**src/rtl/pc_fetch_ctrl.sv**
```systemverilog
// Program-counter register and instruction-fetch sequencer.
// Fetches the word at pc, holds it for decode, commits pc_next_in on handshake.
module pc_fetch_ctrl #(
    parameter int                 WIDTH     = 32,
    parameter logic [WIDTH-1:0]   RESET_PC  = '0,
    parameter int                 CNT_WIDTH = 32
) (
    input  logic                 clk,
    input  logic                 rst,
    output logic [WIDTH-1:0]     pc,
    input  logic [WIDTH-1:0]     pc_next_in,
    output logic                 imem_req,
    output logic [WIDTH-1:0]     imem_addr,
    input  logic                 imem_ready,
    input  logic                 imem_rvalid,
    input  logic [WIDTH-1:0]     imem_rdata,
    output logic [WIDTH-1:0]     instr,
    output logic                 instr_valid,
    input  logic                 instr_ready,
    output logic                 fault,
    output logic [CNT_WIDTH-1:0] retired
);

    typedef enum logic [2:0] {
        S_IDLE,
        S_REQ,
        S_WAIT,
        S_HOLD,
        S_FAULT
    } state_t;

    localparam logic [CNT_WIDTH-1:0] CNT_ONE = CNT_WIDTH'(1);

    state_t                 state;
    logic [WIDTH-1:0]       pc_q;
    logic [WIDTH-1:0]       instr_q;
    logic [CNT_WIDTH-1:0]   retired_q;

    always_ff @(posedge clk or posedge rst) begin
        if (rst) begin
            state     <= S_IDLE;
            pc_q      <= RESET_PC;
            instr_q   <= '0;
            retired_q <= '0;
        end else begin
            unique case (state)
                S_IDLE: begin
                    state <= (RESET_PC[1:0] != 2'b00) ? S_FAULT : S_REQ;
                end
                S_REQ: begin
                    if (imem_ready) state <= S_WAIT;
                end
                S_WAIT: begin
                    if (imem_rvalid) begin
                        instr_q <= imem_rdata;
                        state   <= S_HOLD;
                    end
                end
                S_HOLD: begin
                    // The handshake that loads a misaligned target still retires.
                    if (instr_ready) begin
                        pc_q      <= pc_next_in;
                        retired_q <= retired_q + CNT_ONE;
                        state     <= (pc_next_in[1:0] != 2'b00) ? S_FAULT : S_REQ;
                    end
                end
                S_FAULT: begin
                    state <= S_FAULT;
                end
                default: begin
                    state <= S_IDLE;
                end
            endcase
        end
    end

    assign pc          = pc_q;
    assign imem_addr   = pc_q;
    assign imem_req    = (state == S_REQ);
    assign instr       = instr_q;
    assign instr_valid = (state == S_HOLD);
    assign fault       = (state == S_FAULT);
    assign retired     = retired_q;

endmodule
```
**config.mk**
```make
export PLATFORM = sky130hd
export DESIGN_NAME = pc_fetch_ctrl
export DESIGN_NICKNAME = d
export VERILOG_FILES = /design/src/rtl/pc_fetch_ctrl.sv
export SDC_FILE = /design/constraint.sdc
export NUM_CORES = 1
export LEC_CHECK = 0
export CORE_ASPECT_RATIO = 0.7
export CORE_MARGIN = 2
export CORE_UTILIZATION = 46
export CTS_BUF_LIST = sky130_fd_sc_hd__clkbuf_4 sky130_fd_sc_hd__clkbuf_8
export CTS_CLUSTER_SIZE = 40
export DETAILED_ROUTE_END_ITERATION = 8
export PLACE_DENSITY = 0.88
export SYNTH_ARGS = -nofsm -noshare
export SYNTH_HDL_FRONTEND = slang
export SYNTH_SLANG_ARGS = --single-unit
```
**constraint.sdc**
```tcl
create_clock -name clk -period 7.1 [get_ports clk]
set_input_delay 1.42 -clock clk [delete_from_list [all_inputs] [get_ports clk]]
set_output_delay 1.42 -clock clk [all_outputs]
set_load 0.005 [all_outputs]
```
==> results list, run 1 <==
- Vias per std cell: 4.94
* Wire length reported by the detailed router: 10.6 mm
- Detailed routing inserted a total of 3,362 vias.
- Cell Rows: 29
- The region available for standard cell placement spans 9140 um^2.
- Number of H-tree levels: 3
- The HPWL after detailed placement is 7.95 mm.
* Gate count after technology mapping: 388
- Register area share after synthesis: 0.567
* Port bufs: 199
- The first global-routing pass estimated 17.2 mm of wire.
- Die ar.: 10,300 um^2
- The floorplan step set the die height to 85.5 um.
* Mean routed wirelength per cell: 15.6 um
- GRT overflow: 0
* Total of warnings raised by yosys: 0
- Area after detailed placement: 6190 um^2
* Cell family contributing the most delay on the critical path: simple AND/OR/NAND/NOR gates
* Run status: complete, no violations
- From left edge to right edge, the die measures 120 um.
* Class of the worst hold path: flip-flop to flip-flop
- Post-synth design cell area: 4370 um^2
* Seq pwr share: 0.420
- Post-cts resize count: 0
- Number of hold buffers added after CTS: 0
- Final TNS setup: 0 ns
* Area leader, netlist: dfrtp_1
- Remaining number of nets flagged by the antenna check after routing: 0
- CTS Sinks: 99
* Endpoints failing hold: 0
* Clock network power share: 0.150
- The congestion estimate from routability-driven global placement came to 0.848.
- RSZ-0062 raised after global routing: false
- For this design the ratio of total power to cell area is 342 nW/um^2.
- Number of global-route vias before repair: 3,404
* Count of pins on the block boundary: 200
- Of the total power, combinational logic draws 0.430.
* Critical Path End Type: flip-flop
- The number of buffers and inverters on the critical path is 1.
- Summed over all nets, the switching power comes to 653 uW.
- Clock-pin slew on the worst setup and hold paths: 0.09 ns
- The net count of the finished layout is 622.
- After synthesis the netlist holds a flip-flop and latch count of 99.
* Overall track demand over capacity in global routing: 0.212
- The critical path goes through clkdlybuf4s50_1, nand4b_4, nor4_4, nand4_1, xnor2_1.
- Class of the most critical setup path: input port to flip-flop
- The clock passes through at most 2 buffers.
- The worst pin sits at a relative slew slack of 0.457.
- Counting distinct cell types in the post-synthesis netlist gives 34.
- Slowest CP cell: nor4_4
- Highest net fanout along the worst path: 38
- The analysis attributes to cell leakage a power of 0.00286 uW.
* Buffer cell driving the clock tree root: clkbuf_8
* Area delta synth->final: 45.8%
- Most area-consuming cells after synthesis: dfrtp_1 (57%), nand2_1 (9.5%), mux2_2 (8.0%), buf_4 (6.2%), xnor2_1 (5.4%)
- At the pin with the least slew margin, the transition time is 0.815 ns.
- Setup violations remaining at the end of the flow were counted as 0.
* Arrival time of the worst setup path: 3.76 ns
- TritonCTS built the clock tree.
- Setup Fix Bufs, Post-CTS: 0
- Clock insertion delay at the later pin of the skew report: 0.36 ns
- The first detailed-routing pass ran for 4 iterations.
- The worst-case IR drop observed on VDD is 0.192 mV.
* Top achievable clock speed: 287 MHz
* Share of post-route cells with drive strength above 1: 0.106
- Largest net degree at the start of global routing: 67
- Final Cell Area: 6370 um^2
* Max Clock Skew: 0.00776 ns
* Num CTS Buffers: 9
- Largest stage delay, worst path: 0.76 ns
- A synthesized cell averages 11.3 um^2.
* Drt initial violations: 202
- The number of antenna violations at the first check in global routing came to 0.
* Initial standard-cell utilization of the core: 0.478
- The number of pins exceeding their max-slew limit in the final report is 0.
* # DRC: 0
- Fraction of power spent switching nets: 0.300
- Cell internal power was estimated by the tool at 1520 uW.
- Worst EP required: 7.37 ns
* Final clock period utilization by the worst path: 0.491
* Filler cell count in the final layout: 676
* Final Critical Period: 3.48 ns
- The worst setup path is launched from an input port.
* Area share of the largest cell type after synthesis: 0.567
* Antenna diode count: 0
- Synthesis produced a netlist with a net count of 458.
- Max-cap violations in this run came to 0.
worst register-to-register path, cell delays in order, from the launching register on:
cell,delay (ns)
dfrtp_1,0.61
nand4b_4,0.59
nor4_4,0.78
nand4_1,0.20
xnor2_1,0.22
power groups by stage:
stage                     Combinational [uW]  Clock [uW]  Sequential, uW
after global routing                    1010         358             942
after CTS                                950         339             917
after detailed placement                 946           0             928
after floorplan                          431           0             899
final                                    936         328             913
after global placement                   923           0             911
placed cells by master (no fill, tap or decap), drive strengths merged, types with 3 or more instances in the layout:
cell / netlist / layout
clkdlybuf4s50: 0 / 199
inv: 3 / 4
mux2: 32 / 32
buf: 45 / 3
nand3: 13 / 13
xnor2: 27 / 27
and4: 5 / 5
clkbuf: 4 / 10
xor2: 4 / 4
clkinv: 0 / 4
dfrtp: 99 / 99
nor2: 9 / 9
nand4: 12 / 12
nand2: 111 / 111
nor4: 3 / 3
and3: 4 / 4
layer usage:
layer,track usage,part of all wire
met5,0,0
met4,0.0677,0.017
met3,0.0532,0.065
met2,0.373,0.51
met1,0.260,0.41
path summary, 6_finish.rpt:
kind | from | to | slack, ns | cells after the start
setup / recovery | instr_ready | retired[22] | 3.62 | 5
hold / removal | instr[29] | instr[29] | 0.50 | 1
setup reg to reg | state[0] | retired[22] | 4.61 | 4
hold reg to reg | instr[29] | instr[29] | 0.50 | 1
max in group asynchronous | rst | instr[10] | 4.51 | 3
min in group asynchronous | rst | imem_addr[24] | 1.43 | 2
stage by stage:
stage          hold WS [ns]  power [uW]  utilization  cells  worst slack (ns)
2_1_floorplan         0.468        1330            -    388              3.09
3_3_place_gp          0.472        1830        0.677    665              3.34
3_5_place_dp          0.483        1870        0.677    665              3.20
4_1_cts               0.504        2210        0.696    681              3.58
5_1_grt               0.510        2310        0.696    681              3.41
6_report              0.503        2180        0.696    681              3.62
kinds of logic after synthesis:
family,share of synthesized area
buffers and inverters,0.0839
multiplexers,0.0848
flip-flops,0.567
AND/OR/NAND/NOR,0.191
XOR/XNOR,0.0622
AO/OA/AOI/OAI,0.00802
adder cells (fa/ha/maj),0.00286
synth_stat cells:
master	count
a21oi_1	2
nand3_1	13
clkbuf_1	4
o22a_1	1
ha_1	1
buf_2	5
nand4_4	1
xnor2_1	27
a21o_1	1
and4_1	5
and2_1	1
nor4_4	3
mux2i_1	1
mux2_2	31
or2_2	1
xor2_1	4
nor3b_1	2
inv_1	3
buf_4	36
and3b_1	1
nor2_1	9
nand4_2	1
nand2b_1	1
nand3b_1	1
nand4b_4	1
and3_1	4
buf_6	4
or3_1	1
o221ai_1	1
nor3_2	1
dfrtp_1	99
nand2_1	111
nand4_1	10
mux2_1	1
state kept, by name, summed over array words and instances, names as in the netlist:
name / cells
instr: 32
state: 3
imem_addr: 32
retired: 32
layout make-up:
type,instances,area (um^2),share of cell area
Clock buffer,10,138,0.0216
Clock inverter,6,40.0,0.00629
Inverter,3,13.8,0.00216
Multi-Input combinational cell,237,1530,0.240
Sequential cell,99,2480,0.389
Tap cell,124,155,0.0244
Timing Repair Buffer,202,2010,0.316
Power figures use the tool's default switching activity.
==> inputs of run 2 (changes only) <==
--- a/config.mk
+++ b/config.mk
@@ -7,11 +7,11 @@
 export LEC_CHECK = 0
 export CORE_ASPECT_RATIO = 0.7
 export CORE_MARGIN = 2
-export CORE_UTILIZATION = 46
+export CORE_UTILIZATION = 43
 export CTS_BUF_LIST = sky130_fd_sc_hd__clkbuf_4 sky130_fd_sc_hd__clkbuf_8
 export CTS_CLUSTER_SIZE = 40
 export DETAILED_ROUTE_END_ITERATION = 8
-export PLACE_DENSITY = 0.88
+export PLACE_DENSITY = 0.83
 export SYNTH_ARGS = -nofsm -noshare
 export SYNTH_HDL_FRONTEND = slang
 export SYNTH_SLANG_ARGS = --single-unit
==> constraint.sdc (replaced) <==
create_clock -name clk -period 3.5 [get_ports clk]
set_input_delay 0.7 -clock clk [delete_from_list [all_inputs] [get_ports clk]]
set_output_delay 0.7 -clock clk [all_outputs]
set_load 0.005 [all_outputs]
==> run 2 against run 1 <==
Cell count grew 0.59%. Non-clock buffer count increased by 1. Critical path type is now flip-flop to output pin. Sequential share of layout area decreased by 0.58 points. Critical endpoint is now fault. Register-to-register slack worse by 3.0 ns. Wire length is 4.0% lower. Count of clock-buffer cells in the layout grew 1. Design area grew 1.5%. Clock skew fell by 0.00087 ns. Worst hold slack got worse by 0.016 ns.
==> results list, run 2 (same netlist as run 1, synthesis figures left out) <==
* Global Route met1 Usage: 0.241 (-0.0190)
- Largest net degree at the start of global routing: 62 (-7.5%)
* Share of post-route cells with drive strength above 1: 0.106 (unchanged)
* Die Width: 124 um (+3.3%)
* Wire length reported by the detailed router: 10.2 mm (-4.0%)
- The largest stage delay on the critical path came to 0.57 ns (-0.19 ns).
* Cell family contributing the most delay on the critical path: buffers and inverters
- The final HPWL from detailed placement came to 7.65 mm (-3.8%).
- The number of hold violations in the final report was 0 (unchanged).
- The number of placed instances with taps included came to 670 (+0.75%).
* Switch Pwr: 1290 uW (+98%)
- Filler cell count in the final layout: 706 (+4.4%)
- Drt initial violations: 168 (-17%)
- Static timing analysis puts the maximum clock frequency at 403 MHz.
* Number of search-and-repair iterations in the first detailed-routing pass: 5 (+1)
- The peak fanout along the critical path is 10 (-74%).
- List of cells traversed by the critical path: nor3b_1, clkdlybuf4s50_1
- The number of buffer and inverter instances along the worst setup path is 1 (unchanged).
- Number of H-tree levels: 3 (unchanged)
- Class of the most critical setup path: flip-flop to output pin
- The number of antenna violations at the first check in global routing came to 0 (unchanged).
* Arrival time of the worst setup path: 1.78 ns (-1.98 ns)
- Power density over the cells: 715 nW/um^2 (+110%)
- The relative contribution of sequential cells to total power came to 0.402 (-0.018).
- Max Clock Skew: 0.00689 ns (-0.000871 ns)
* Setup Fix Bufs, Post-CTS: 0 (unchanged)
* Class of the worst hold path: flip-flop to flip-flop
* Port bufs: 199 (unchanged)
- The residual antenna-violating net count after detailed routing is 0 (unchanged).
* Most used cells in the layout excluding fill and tap cells: clkdlybuf4s50_1 (199), nand2_1 (111), dfrtp_1 (99)
- The final cell count without fillers is 685 (+0.59%).
- Of the available clock period, the critical path in the final layout requires 0.708.
- Number of global-route vias before repair: 3,184 (-6.5%)
* Grt met2 use: 0.333 (-0.0401)
* Critical Path End Type: output pin
- The insertion delay to the later sink of the worst-skew pair was 0.35 ns (about the same).
* Design internal power: 3330 uW (+120%)
- The clock network power share came to 0.192 (+0.042).
* Count of pins on the block boundary: 200 (unchanged)
* Number of pins with negative max-slew slack in the final report: 0 (unchanged)
- RSZ-0062 raised after global routing: false
- # DRC: 0 (unchanged)
- Overall track demand over capacity in global routing: 0.189 (-0.0232)
- Leading cell type in the layout, fill and taps excluded: clkdlybuf4s50_1
- Post-cts resize count: 0 (unchanged)
- The count of hold buffers inserted by post-cts repair came to 0 (unchanged).
- The headroom to the max-slew limit was 0.543 (+0.0865).
* Core region area: 9800 um^2 (+7.1%)
* Total vias in the final route: 3,305 (-1.7%)
- The vertical die dimension is 88.3 um (+3.3%).
- Total power after layout: 4620 uW (+110%)
* Layout Nets: 623 (+0.16%)
* Leakage dissipation: 0.00289 uW (+1.3%)
- Num CTS Buffers: 9 (unchanged)
- The summed negative setup slack over all endpoints was 0 ns (unchanged).
* VDD IR max: 0.350 mV (+83%)
- Mean routed wirelength per cell: 14.8 um (-4.6%)
* Met3 capacity usage during global routing: 0.0441 (-0.00906)
* Clock tree from TritonCTS: done
- The number of setup violations in the final report is 0 (unchanged).
- The switching portion of total power was 0.279 (-0.0203).
* Worst EP required: 2.80 ns (-4.57 ns)
- The wire length of the first global-routing pass is 16.5 mm (-4.0%).
- Vias per std cell: 4.82 (-2.3%)
- CTS placed an instance of clkbuf_8 at the clock tree root.
- Initial standard-cell utilization of the core: 0.446 (-0.0318)
* Run status: complete, no violations
- The buffer depth of the longest clock path is 2 (unchanged).
- The measured slew at the worst slew-check pin was 0.680 ns (-0.135 ns).
* Die ar.: 11,000 um^2 (+6.7%)
- Layer carrying the most global-route usage: met2
* CP Launch Type: flip-flop
* Combinational share of power: 0.406 (-0.024)
- GRT overflow: 0 (unchanged)
* Cell Rows: 30 (+3.4%)
- Placer Congestion: 0.801 (-5.5%)
* Area delta synth->final: 48.0%
* Clock-pin slew on the worst setup and hold paths: 0.09 ns (about the same)
* Slowest CP cell: clkdlybuf4s50_1
- CTS Sinks: 99 (unchanged)
- Final Critical Period: 2.48 ns
- The number of diodes added for antenna fixing came to 0 (unchanged).
* Max-cap violations: 0 (unchanged)
## run 2: cell count changes in the layout (fill, tap and decap cells not counted)
cell       change
clkinv_2       -3
inv_6          -1
clkbuf_8       +1
clkinv_4       -1
buf_12         +1
bufinv_16      +3
## run 2: layout make-up
| class | instances | area [um^2] | share of cell area |
|---|---|---|---|
| clock buffers | 11 | 151 | 0.0234 |
| multi-input cells | 237 | 1530 | 0.237 |
| flip-flops and latches | 99 | 2480 | 0.383 |
| clock inverters | 4 | 97.6 | 0.0151 |
| well taps | 128 | 160 | 0.0248 |
| repair buffers | 203 | 2030 | 0.315 |
| inverters | 3 | 13.8 | 0.00213 |
## run 2: final timing paths
path / slack, ns / start / endpoint / cells past startpoint
hold / removal: 0.49 / retired[31] / retired[31] / 1
min in group asynchronous: 0.71 / rst / instr[13] / 2
setup reg to reg: 1.60 / state[0] / retired[19] / 4
setup / recovery: 1.02 / state[0] / fault / 2
hold reg to reg: 0.49 / retired[31] / retired[31] / 1
max in group asynchronous: 2.09 / rst / imem_addr[5] / 3
## run 2: worst reg2reg max path, stage by stage, from the launching register on
cell and delay, ns:
dfrtp_1 0.58, nand4b_4 0.20, nor4_4 0.62, nand3_1 0.18
xnor2_1 0.22
## run 2: routing by layer
metal / part of all wire / routed length (um) / vias to the layer above
met1: 0.44 / 4450 / 1603
met3: 0.051 / 518 / 8
li1: - / - / 1579
met2: 0.50 / 5120 / 115
met5: 0 / 0 / -
met4: 0.0075 / 76 / 0
## run 2: power by group through the flow
stage	logic [uW]	registers (uW)	clock network, uW
2_1_floorplan	875	1820	0
3_3_place_gp	1880	1860	0
3_5_place_dp	1900	1890	0
4_1_cts	1910	1870	914
5_1_grt	2020	1920	959
6_report	1870	1860	886
## run 2: through the flow
| stage | util | instance area (um^2) | hold slack [ns] | worst slack, ns |
|---|---|---|---|---|
| global route | 0.660 | 6460 | 0.509 | 0.849 |
| CTS | 0.660 | 6460 | 0.493 | 0.960 |
| finish | 0.660 | 6460 | 0.487 | 1.02 |
| floorplan | - | 4370 | 0.468 | 0.210 |
| global placement | 0.634 | 6220 | 0.478 | 0.964 |
| detailed placement | 0.634 | 6220 | 0.480 | 0.896 |
==> inputs of run 3 (changes only) <==
==> constraint.sdc (replaced) <==
create_clock -name clk -period 2.31 [get_ports clk]
set_input_delay 0.462 -clock clk [delete_from_list [all_inputs] [get_ports clk]]
set_output_delay 0.462 -clock clk [all_outputs]
set_load 0.005 [all_outputs]
==> run 3 against run 2 <==
Flip-flop and latch count did not move. Power is 48% higher. Core utilization up 0.051 points. Largest cell class unchanged. Clock power up 25%. Sequential power grew 52%.
==> results list, run 3 (same netlist as run 1, synthesis figures left out) <==
* Vertical die dimension: 88.3 um (unchanged)
* CTS Sinks: 99 (unchanged)
- The measured slew at the worst slew-check pin came to 0.575 ns (-0.105 ns).
- The number of H-tree levels came to 3 (unchanged).
- Number of hold buffers added after CTS: 0 (unchanged)
* First-pass GRT wire length: 16.9 mm (+2.5%)
- The leakage power total was 0.00289 uW (-0.10%).
- The critical path ends at instr_valid.
* Filler cell count in the final layout: 744 (+5.4%)
- The ratio of cells with drive above 1 in the final layout was 0.119 (+0.0133).
- The number of setup violations in the final report was 0 (unchanged).
- The via-per-instance ratio is 4.77 (-1.1%).
- Top achievable clock speed: 458 MHz
- The via count is 3,291 (-0.42%).
- Num CTS Buffers: 9 (unchanged)
- Worst setup timing slack at the placement stage: 0.0129 ns (-0.883 ns)
* CP startpoint: state[2]
* Worst reg2reg endpoint: retired[25]
- The final global-route overflow total is 0 (unchanged).
- Most used cells in the layout excluding fill and tap cells: clkdlybuf4s50_1 (199), nand2_1 (111), dfrtp_1 (97)
- CTS placed an instance of clkbuf_8 at the clock tree root.
- Final TNS setup: 0 ns (unchanged)
- Max-cap violations: 0 (unchanged)
- Number of global-route vias before repair: 3,365 (+5.7%)
* Highest net fanout along the worst path: 9 (-1)
- Mean routed wirelength per cell: 15.4 um (+3.5%)
- The critical path goes through nand3b_1, inv_1, clkdlybuf4s50_1.
- The number of buffer and inverter instances along the worst setup path was 2 (+1).
- Initial standard-cell utilization of the core: 0.446 (unchanged)
- Port bufs: 199 (unchanged)
* Die ar.: 11,000 um^2 (unchanged)
- The largest stage delay on the critical path was 0.51 ns (-0.06 ns).
- The flow ran to the end, and the final reports show no timing, DRC or antenna violations.
- Clock tree from TritonCTS: done
- Largest net degree at the start of global routing: 67 (+8.1%)
- The total placed instance area is 6260 um^2 (+0.70%).
* Clock-pin slew on the worst setup and hold paths: 0.09 ns (about the same)
* Reg2Reg Setup Slack: 0.50 ns (-1.10 ns)
- The data required time of the critical path came to 1.85 ns (-0.95 ns).
- The library cell used most frequently in the layout, excluding fill and tap cells, is clkdlybuf4s50_1.
- The site row count is 30 (unchanged).
- Remaining number of nets flagged by the antenna check after routing: 0 (unchanged)
- VDD IR max: 0.537 mV (+53%)
* Layout Nets: 627 (+0.64%)
* Area delta synth->final: 48.1% (about the same)
- Placed Instances: 674 (+0.60%)
* CP Launch Type: flip-flop
- The final HPWL from detailed placement came to 7.83 mm (+2.4%).
- Overall track demand over capacity in global routing: 0.194 (+0.00514)
* Slowest CP cell: clkdlybuf4s50_1
* Max Clock Skew: 0.0109 ns (+0.00403 ns)
- The die width is 124 um (unchanged).
* Number of buffers on the longest clock path: 2 (unchanged)
- The startpoint identified for the worst register-to-register timing path is retired[13].
* Antenna diode count: 0 (unchanged)
* Critical Path End Type: output pin
* Wire length reported by the detailed router: 10.6 mm (+4.2%)
* Placer Congestion: 0.817 (+2.1%)
- Number of search-and-repair iterations in the first detailed-routing pass: 4 (-1)
- # DRC: 0 (unchanged)
* Non-filler cells in the finished layout: 690 (+0.73%)
- The signal arrival time at the worst endpoint came to 1.72 ns (-0.06 ns).
- The minimum setup slack in the final design is 0.127 ns (-0.894 ns).
- The critical path depth was 3 (+1).
- The startpoint identified for the worst hold timing path is retired[31].
- Clock insertion delay at the later pin of the skew report: 0.36 ns (about the same)
* Final Cell Area: 6470 um^2 (about the same)
- The core outline area came to 9800 um^2 (unchanged).
- Number of cells traversed by the worst register-to-register path: 4 (unchanged)
- The worst hold path belongs to the class flip-flop to flip-flop.
- The number of pins exceeding their max-slew limit in the final report is 0 (unchanged).
- Count of pins on the block boundary: 200 (unchanged)
- Power density over the cells: 1060 nW/um^2 (+48%)
* Initial antenna violation count: 0 (unchanged)
* Cell family contributing the most delay on the critical path: buffers and inverters
- Drt initial violations: 157 (-6.5%)
- Endpoints failing hold: 0 (unchanged)
- The clock period could shrink to 2.18 ns.
* RSZ-0062 raised after global routing: false
- The sum of internal, switching and leakage power is 6840 uW (+48%).
- Worst slew margin: 0.614 (+0.0706)
- Class of the most critical setup path: flip-flop to output pin
* Final clock period utilization by the worst path: 0.945
run 3: area by class of cell:
type / count / area, um^2 / share of cell area
Inverter: 3 / 15.0 / 0.00232
Tap cell: 128 / 160 / 0.0248
Clock inverter: 4 / 50.0 / 0.00774
Sequential cell: 99 / 2480 / 0.383
Timing Repair Buffer: 207 / 2080 / 0.321
Multi-Input combinational cell: 237 / 1540 / 0.237
Clock buffer: 12 / 153 / 0.0236
run 3: routing by layer:
metal	up-vias	wire (um)	global-route usage
met5	-	0	0
met4	0	191	0.0715
met3	19	576	0.0532
met2	121	5140	0.326
met1	1569	4690	0.247
li1	1582	-	-
run 3: timing repair:
item	in CTS	in global routing
gates resized for setup	1	2
buffers inserted	0	0
setup endpoints to repair	1	1
run 3: how the worst min path moves through the flow:
stage | slack [ns] | endpoint | cells past startpoint
2_1_floorplan | 0.47 | retired[31] | 1
3_3_place_gp | 0.47 | retired[31] | 1
3_5_place_dp | 0.48 | instr[29] | 1
4_1_cts | 0.50 | retired[31] | 1
5_1_grt | 0.51 | retired[31] | 1
6_report | 0.50 | retired[31] | 1
run 3: where the power goes:
group / internal, uW / switching, uW
logic: 1970 / 934
registers: 2330 / 493
clock network: 553 / 562
total: 4850 / 1990
run 3: per-stage QoR:
stage	hold WS, ns	util
2_1_floorplan	0.468	-
3_3_place_gp	0.474	0.639
3_5_place_dp	0.483	0.639
4_1_cts	0.498	0.660
5_1_grt	0.509	0.660
6_report	0.496	0.660
